<file path="config.mk">
export PLATFORM = sky130hd
export DESIGN_NAME = dmem_req_ctrl
export DESIGN_NICKNAME = d
export VERILOG_FILES = /design/src/rtl/cpu_mem_pkg.sv /design/src/rtl/load_ext.sv /design/src/rtl/dmem_req_ctrl.sv
export SDC_FILE = /design/constraint.sdc
export NUM_CORES = 1
export LEC_CHECK = 0
export ABC_AREA = 1
export CELL_PAD_IN_SITES_DETAIL_PLACEMENT = 1
export CELL_PAD_IN_SITES_GLOBAL_PLACEMENT = 1
export CORE_AREA = 2 2 169 121
export DETAILED_ROUTE_END_ITERATION = 8
export DIE_AREA = 0 0 171 123
export PLACE_DENSITY_LB_ADDON = 0.1
export RECOVER_POWER = 50
export REMOVE_ABC_BUFFERS = 1
export SLEW_MARGIN = 10
export SYNTH_ARGS = -nofsm -noshare
export SYNTH_HDL_FRONTEND = slang
export SYNTH_SLANG_ARGS = --single-unit
</file>
<file path="constraint.sdc">
create_clock -name clk -period 1.6 [get_ports clk]
set_clock_uncertainty 0.2 [all_clocks]
set_input_delay 0.4 -clock clk [delete_from_list [all_inputs] [get_ports clk]]
set_output_delay 0.4 -clock clk [all_outputs]
set_load 0.01 [all_outputs]
</file>
<file path="src/rtl/cpu_mem_pkg.sv">
// Shared data-memory request definitions: state encoding, access sizes, request payload.
// Exports: state_e, SIZE_BYTE/SIZE_HALF/SIZE_WORD, mem_req_t, norm_size().
package cpu_mem_pkg;

  localparam int unsigned ADDR_W = 32;
  localparam int unsigned DATA_W = 32;
  localparam int unsigned SIZE_W = 2;

  localparam logic [SIZE_W-1:0] SIZE_BYTE = 2'd0;
  localparam logic [SIZE_W-1:0] SIZE_HALF = 2'd1;
  localparam logic [SIZE_W-1:0] SIZE_WORD = 2'd2;

  typedef enum logic [2:0] {
    ST_IDLE  = 3'd0,
    ST_REQ   = 3'd1,
    ST_WAIT  = 3'd2,
    ST_DONE  = 3'd3,
    ST_DRAIN = 3'd4
  } state_e;

  typedef struct packed {
    logic              wr;
    logic [SIZE_W-1:0] size;
    logic [ADDR_W-1:0] addr;
    logic [DATA_W-1:0] wdata;
  } mem_req_t;

  // The illegal size encoding is handled as a full word.
  function automatic logic [SIZE_W-1:0] norm_size(input logic [SIZE_W-1:0] s);
    return (s == 2'd3) ? SIZE_WORD : s;
  endfunction

endpackage

</file>
<file path="src/rtl/load_ext.sv">
// Combinational load alignment: shift response by byte offset, then zero/sign-extend.
// Only built when LOAD_EXT_EN is defined.
// Ports: rdata (raw response), offset (addr[1:0]), size, sign -> data (aligned, extended).
`ifdef LOAD_EXT_EN
module load_ext
  import cpu_mem_pkg::*;
(
  input  logic [DATA_W-1:0] rdata,
  input  logic [1:0]        offset,
  input  logic [SIZE_W-1:0] size,
  input  logic              sign,
  output logic [DATA_W-1:0] data
);

  logic [DATA_W-1:0] shifted;
  logic              ext;

  always_comb begin
    shifted = rdata >> {offset, 3'b000};
    ext     = 1'b0;
    data    = shifted;
    case (size)
      SIZE_BYTE: begin
        ext  = sign & shifted[7];
        data = {{24{ext}}, shifted[7:0]};
      end
      SIZE_HALF: begin
        ext  = sign & shifted[15];
        data = {{16{ext}}, shifted[15:0]};
      end
      default: data = shifted;
    endcase
  end

endmodule
`endif

</file>
<file path="src/rtl/dmem_req_ctrl.sv">
// Data-memory request controller between the MEM stage and an sram-like bus.
// One access per instruction; stalls the pipe until done; drains orphaned
// responses after a flush. Optional macro LOAD_EXT_EN adds load alignment and
// sign/zero extension (load_ext); otherwise data_rdata is captured raw.
// Ports: clk, resetn (sync, active-low); mem_* from MEM stage, refresh, pipe_stall;
//        data_* request/response channel; mem_stall; ec_data_rdata/ec_data_valid.
module dmem_req_ctrl
  import cpu_mem_pkg::*;
#(
  parameter logic [DATA_W-1:0] RDATA_RST = 32'h0
) (
  input  logic              clk,
  input  logic              resetn,
  input  logic              mem_valid,
  input  logic              mem_wr,
  input  logic [SIZE_W-1:0] mem_size,
  input  logic [ADDR_W-1:0] mem_addr,
  input  logic [DATA_W-1:0] mem_wdata,
  input  logic              mem_load_sign,
  input  logic              refresh,
  input  logic              pipe_stall,
  output logic              data_req,
  output logic              data_wr,
  output logic [SIZE_W-1:0] data_size,
  output logic [ADDR_W-1:0] data_addr,
  output logic [DATA_W-1:0] data_wdata,
  input  logic              data_addr_ok,
  input  logic              data_data_ok,
  input  logic [DATA_W-1:0] data_rdata,
  output logic              mem_stall,
  output logic [DATA_W-1:0] ec_data_rdata,
  output logic              ec_data_valid
);

  state_e            state;
  state_e            state_next;
  mem_req_t          req_q;
  logic [DATA_W-1:0] rdata_cap;
  logic              accept;

  assign accept = mem_valid & ~refresh;

`ifdef LOAD_EXT_EN
  logic req_sign;

  load_ext u_load_ext (
    .rdata  (data_rdata),
    .offset (req_q.addr[1:0]),
    .size   (req_q.size),
    .sign   (req_sign),
    .data   (rdata_cap)
  );
`else
  logic unused_sign;
  assign unused_sign = mem_load_sign;
  assign rdata_cap   = data_rdata;
`endif

  // State register
  always_ff @(posedge clk) begin
    if (!resetn) state <= ST_IDLE;
    else         state <= state_next;
  end

  // Next-state logic
  always_comb begin
    state_next = state;
    case (state)
      ST_IDLE: begin
        if (accept) state_next = data_addr_ok ? ST_WAIT : ST_REQ;
      end
      ST_REQ: begin
        if (data_addr_ok) state_next = refresh ? ST_DRAIN : ST_WAIT;
        else if (refresh) state_next = ST_IDLE;
      end
      ST_WAIT: begin
        // A flush that coincides with the response just drops it.
        if (data_data_ok) state_next = refresh ? ST_IDLE : ST_DONE;
        else if (refresh) state_next = ST_DRAIN;
      end
      ST_DONE: begin
        if (!pipe_stall || refresh) state_next = ST_IDLE;
      end
      ST_DRAIN: begin
        if (data_data_ok) state_next = ST_IDLE;
      end
      default: state_next = ST_IDLE;
    endcase
  end

  // Outputs: IDLE forwards the MEM-stage request so addr_ok can land in cycle 0
  always_comb begin
    data_req   = 1'b0;
    data_wr    = req_q.wr;
    data_size  = req_q.size;
    data_addr  = req_q.addr;
    data_wdata = req_q.wdata;
    mem_stall  = 1'b0;
    case (state)
      ST_IDLE: begin
        data_req   = accept;
        data_wr    = mem_wr;
        data_size  = norm_size(mem_size);
        data_addr  = mem_addr;
        data_wdata = mem_wdata;
        mem_stall  = accept;
      end
      ST_REQ: begin
        data_req  = 1'b1;
        mem_stall = 1'b1;
      end
      ST_WAIT:  mem_stall = 1'b1;
      ST_DRAIN: mem_stall = mem_valid;
      default: ;
    endcase
    if (!resetn) begin
      data_req  = 1'b0;
      mem_stall = 1'b0;
    end
  end

  // Request capture and load-data writeback
  always_ff @(posedge clk) begin
    if (!resetn) begin
      req_q         <= '0;
      ec_data_rdata <= RDATA_RST;
      ec_data_valid <= 1'b0;
`ifdef LOAD_EXT_EN
      req_sign      <= 1'b0;
`endif
    end else begin
      if (state == ST_IDLE && accept) begin
        req_q <= {mem_wr, norm_size(mem_size), mem_addr, mem_wdata};
`ifdef LOAD_EXT_EN
        req_sign <= mem_load_sign;
`endif
      end
      if (state == ST_WAIT && data_data_ok && !refresh) begin
        ec_data_valid <= ~req_q.wr;
        if (!req_q.wr) ec_data_rdata <= rdata_cap;
      end else if (state == ST_DONE && state_next != ST_DONE) begin
        ec_data_valid <= 1'b0;
      end
    end
  end

endmodule

</file>
Word-level counts from Yosys, hierarchy flattened --
Index checks and enable logic that the tools add are counted.
Storage, ports and cells: flip-flop bits (word level) 103, bits in latches 0, bits in writable memories 0, ROM bits 0, bits of input ports 107, output and inout port bits 102, logic and storage cells 49, memories 0
Operators by class: add/sub/neg operators 0, $mul 0, divide/modulo/power cells 0, magnitude comparators 0, equal/unequal tests 6, shift operators 0, muxes and demuxes 22, bitwise logic cells 3, reductions and logical operators 11
Operators by type and width (count):
- 32-bit 2-to-1 mux | 2
- 3-bit 2-to-1 mux | 8
- 3-bit one-hot mux with 5 select lines | 1
- 2-bit 2-to-1 mux | 4
- 3-bit by 2-bit == test with 1-bit output, second input constant | 2
- 1-bit 2-to-1 mux | 5
- 1-bit logical AND | 4
- 3-bit by 1-bit == test with 1-bit output, second input constant | 1
- 3-bit == test, second input constant | 1
- 3-bit zero test | 1
- 3-bit by 2-bit != test with 1-bit output, second input constant | 1
- 1-bit one-hot mux with 3 select lines | 1
- 2-bit == test, second input constant | 1
- 1-bit zero test | 2
- 1-bit inverter | 2
- 1-bit one-hot mux with 2 select lines | 1
- 2-bit AND reduction | 1
- 2-bit nonzero test | 1
- 2-bit OR reduction | 1
- 1-bit AND | 1
- 1-bit logical OR | 1

Depth between registers and ports, before layout --
depth after elaboration 8, depth in mapped cells 9, gate-level depth less buffers 8

Worst setup path after synthesis --
No wires, ideal clock.
path type register -> output, start point register state[1], end point output data_addr[0], arrival 1.271 ns, data required time 1.000 ns, slack -0.271 ns, stages on the path, launching flop included 6, path buffers 2, cells stage by stage dfxtp_1 nor2_2 nand2_1 buf_2 buf_2 a21oi_1
Between the ends: word-level cells in the longest chain between the ends 2
RTL lines:
- start: declaration | line dmem_req_ctrl.sv:35 | state_e state;
- start signal: assignment | line dmem_req_ctrl.sv:62 | else state <= state_next;
- 3-bit zero test | line dmem_req_ctrl.sv:99 | case (state)
- 32-bit 2-to-1 mux | line dmem_req_ctrl.sv:99
- end: declaration | line dmem_req_ctrl.sv:25 | output logic [ADDR_W-1:0] data_addr,
Every way passes these cells.

Final worst setup path --
start point register state[1], end point output data_wdata[8]
Between the ends: word-level cells in the longest chain between the ends 2
RTL lines:
- 3-bit zero test | line dmem_req_ctrl.sv:99
- 32-bit 2-to-1 mux | line dmem_req_ctrl.sv:99
- end: declaration | line dmem_req_ctrl.sv:26 | output logic [DATA_W-1:0] data_wdata,
Every way passes these cells.

==> impl_metrics.toml <==
[layout]
antenna_cells = 0
n_fill_cell = 2392
multi_input_area_um2 = 2820
nets = 1128
fin_area_um2 = 9050
final-seq-area_um2 = 2070
drive_gt1_frac = 0.331
syn_to_final_growth_pct = 82.5

[power_and_ir_drop]
vdd_ir_drop_max_mv = 0.433
p_clk_frac = 0.315
switching_share = 0.304
p_sw_mw = 2.20
power.density_nw_per_um2 = 800
comb_power_share = 0.305
power_leakage_nw = 3.86
power.total_mw = 7.24
p_seq_frac = 0.379
p_int_mw = 5.04

[critical_path]
cp.buffers_inverters = 3
cp_cell_sequence = "nor2_4 -> nand2_4 -> buf_12 -> buf_16 -> nor2_2 -> a21oi_2 -> buf_2"
crit_required_ps = 1000
end_kind = "output pin"
cpMaxStageDelayCell = "dfxtp_2"
critPathKind = "reg2out"
cpPeakStageDelay_ps = 330
critPathArrivalTime_ps = 1560
cp-start-kind = "flop"
cp_top_family = "buffers and inverters"
path_max_fanout = 9

[logic_synthesis]
synthCells = 772
seq_area_frac_synth = 0.416
synthTopCellsByCount = "inv_1 (168), a21oi_1 (134), nor2_1 (114)"
synth_area_leader_cell = "dfxtp_1"
synthTopCellsByArea = "dfxtp_1 (42%), a21oi_1 (14%), inv_1 (13%)"
netlist_area_um2 = 4960
avgSynthCellArea_um2 = 6.42
synthArstFlopShare = 0
ys_types = 20
yosys.cell_count.top_type = "inv_1"
synth_ff_type = "dfxtp_1"
ys_seq_elements = 103
yosys.area.top_type_share = 0.416
yosys_warnings = 0
synth_edf_count = 0

[route]
dr.pass1.iters = 4
wl_per_cell_um = 15.4
drtIter0Drc = 234
antenna_left = 0
drcViolationCount = 0
drt-total-wl_um = 19900
via_per_inst = 4.40
vias = 5696

[timing]
slew_violations = 0
setup_ws_ps = -555
hold_viol = 0
tightest_slew_ps = 471
setup_viol = 147
rsz0062_at_grt = "true"
timing.fmax_mhz = 464
fin_crit_sh = 1.35
period_needed_ps = 2160
maxSlewHeadroom = 0.686
finalSetupTns_ps = -45330

[clocking]
h-tree-depth = 3
numCtsBuffers = 9
cts_tree = "done"
clock-sinks = 103
clockBufferDepth = 2
clockRootBuffer = "clkbuf_16"
clk_pin_slew_worst_paths_ps = 70
clock_latency_ps = 350

[floorplan]
initial_utilization = 0.254
rows = 43
die_w_um = 171
io_pins = 209
fp.dieH_um = 123
dieArea_um2 = 21000
core-area_um2 = 19500

[hold_path]
min_path_type = "reg2reg"

[global_routing]
grt_usage = 0.174
globalRouteOverflowTotal = 0
grt_pass1_wl_um = 28800
grt_max_degree = 57
antenna_found_initial = 0
grt_pass1_vias = 5387

[run_status]
outcome = "finished with violations"
violations = "setup timing"

[run]
cap_viol_max_count = 0

[place]
io_buffers = 207
postPlaceCellArea_um2 = 7570
place_ws_ps = -928
dp_hpwl_um = 11900
gp_congestion = 0.729
==> metal layers <==
| metal | track usage | share of wire | up-vias |
|---|---|---|---|
| met5 | 0 | 0 | - |
| met4 | 0.0429 | 0.0098 | 0 |
| met3 | 0.0522 | 0.065 | 12 |
| met2 | 0.261 | 0.43 | 126 |
| met1 | 0.244 | 0.50 | 2671 |
| li1 | - | - | 2887 |
==> sequential cells by signal, summed over array words and instances, names as in the netlist <==
| signal | count |
|---|---|
| req_q | 67 |
| ec_data_valid | 1 |
| state | 3 |
| ec_data_rdata | 32 |
==> through the flow <==
| step | hold WS (ps) | util | std cells |
|---|---|---|---|
| 2_1_floorplan | 229 | - | 724 |
| 3_3_place_gp | 243 | 0.389 | 1244 |
| 3_5_place_dp | 246 | 0.389 | 1244 |
| 4_1_cts | 261 | 0.428 | 1281 |
| 5_1_grt | 293 | 0.464 | 1296 |
| 6_report | 259 | 0.464 | 1296 |
==> power groups by stage <==
stage,Combinational [mW],Sequential (mW),Clock [mW]
final,2.21,2.75,2.28
after global routing,2.40,2.76,2.47
after CTS,1.85,2.75,2.38
after detailed placement,1.75,2.81,0
after global placement,1.74,2.80,0
after floorplan,0.690,2.80,0
==> worst register-to-register path: cells and delay by family, from the launching register on <==
kind	cells	cell delay, ps
buffers and inverters	7	820
AND/OR/NAND/NOR	6	490
flip-flops	1	350
==> cell type report <==
type	instances	area share
flip-flops and latches	103	0.228
inverters	173	0.0721
clock buffers	11	0.0268
multi-input cells	448	0.311
repair buffers	286	0.318
well taps	270	0.0373
clock inverters	5	0.00636
==> cell families after synthesis <==
logic type / after synthesis / share of synthesized area
AOI/OAI and AO/OA: 204 / 0.207
buffers and inverters: 221 / 0.176
DFF: 103 / 0.416
and+or+nand+nor: 244 / 0.201
==> final timing paths <==
kind	cells after the start	to	from	slack [ps]
min	2	req_q[20]$_SDFFE_PN0P_	req_q[20]$_SDFFE_PN0P_	260
min reg2reg	2	req_q[20]$_SDFFE_PN0P_	req_q[20]$_SDFFE_PN0P_	260
max	7	data_wdata[8]	state[1]$_SDFF_PN0_	-560
max reg2reg	13	ec_data_rdata[21]$_SDFFE_PN0P_	state[1]$_SDFF_PN0_	-350
==> repair_timing <==
action / 4_1_cts / 5_1_grt
gates resized for setup: 471 / 173
gates cloned: 10 / 11
setup buffers: 12 / 9
hold buffers: 0 / 0
pin swaps: 27 / 23
endpoints found under the hold margin: 0 / 0
setup endpoints to repair: 203 / 148
==> layout by cell type, fill, tap and decap left out, types with 2 or more instances in the layout <==
master,netlist,routed
dfxtp_1,103,100
clkinv_4,0,2
nor2_4,1,39
o21ai_1,0,22
clkbuf_1,25,8
o21ai_0,69,31
nand3_2,1,9
buf_16,0,9
buf_6,3,15
clkbuf_16,0,20
nand3_1,41,32
a21oi_1,134,72
clkinv_2,0,2
nand2_4,0,2
nor2_2,2,27
inv_2,4,3
dlygate4sd2_1,0,13
nor2_1,114,51
buf_12,0,13
clkbuf_2,0,3
buf_4,0,36
nand2_2,1,12
a21oi_2,0,54
clkdlybuf4s50_1,0,102
inv_1,168,168
nand4_1,2,2
buf_8,0,2
nand2_1,81,68
a21oi_4,0,8
dfxtp_2,0,3
clkdlybuf4s15_1,0,14
buf_2,17,61
o21ai_2,0,16
No activity file was read; power rests on OpenSTA's default activity.
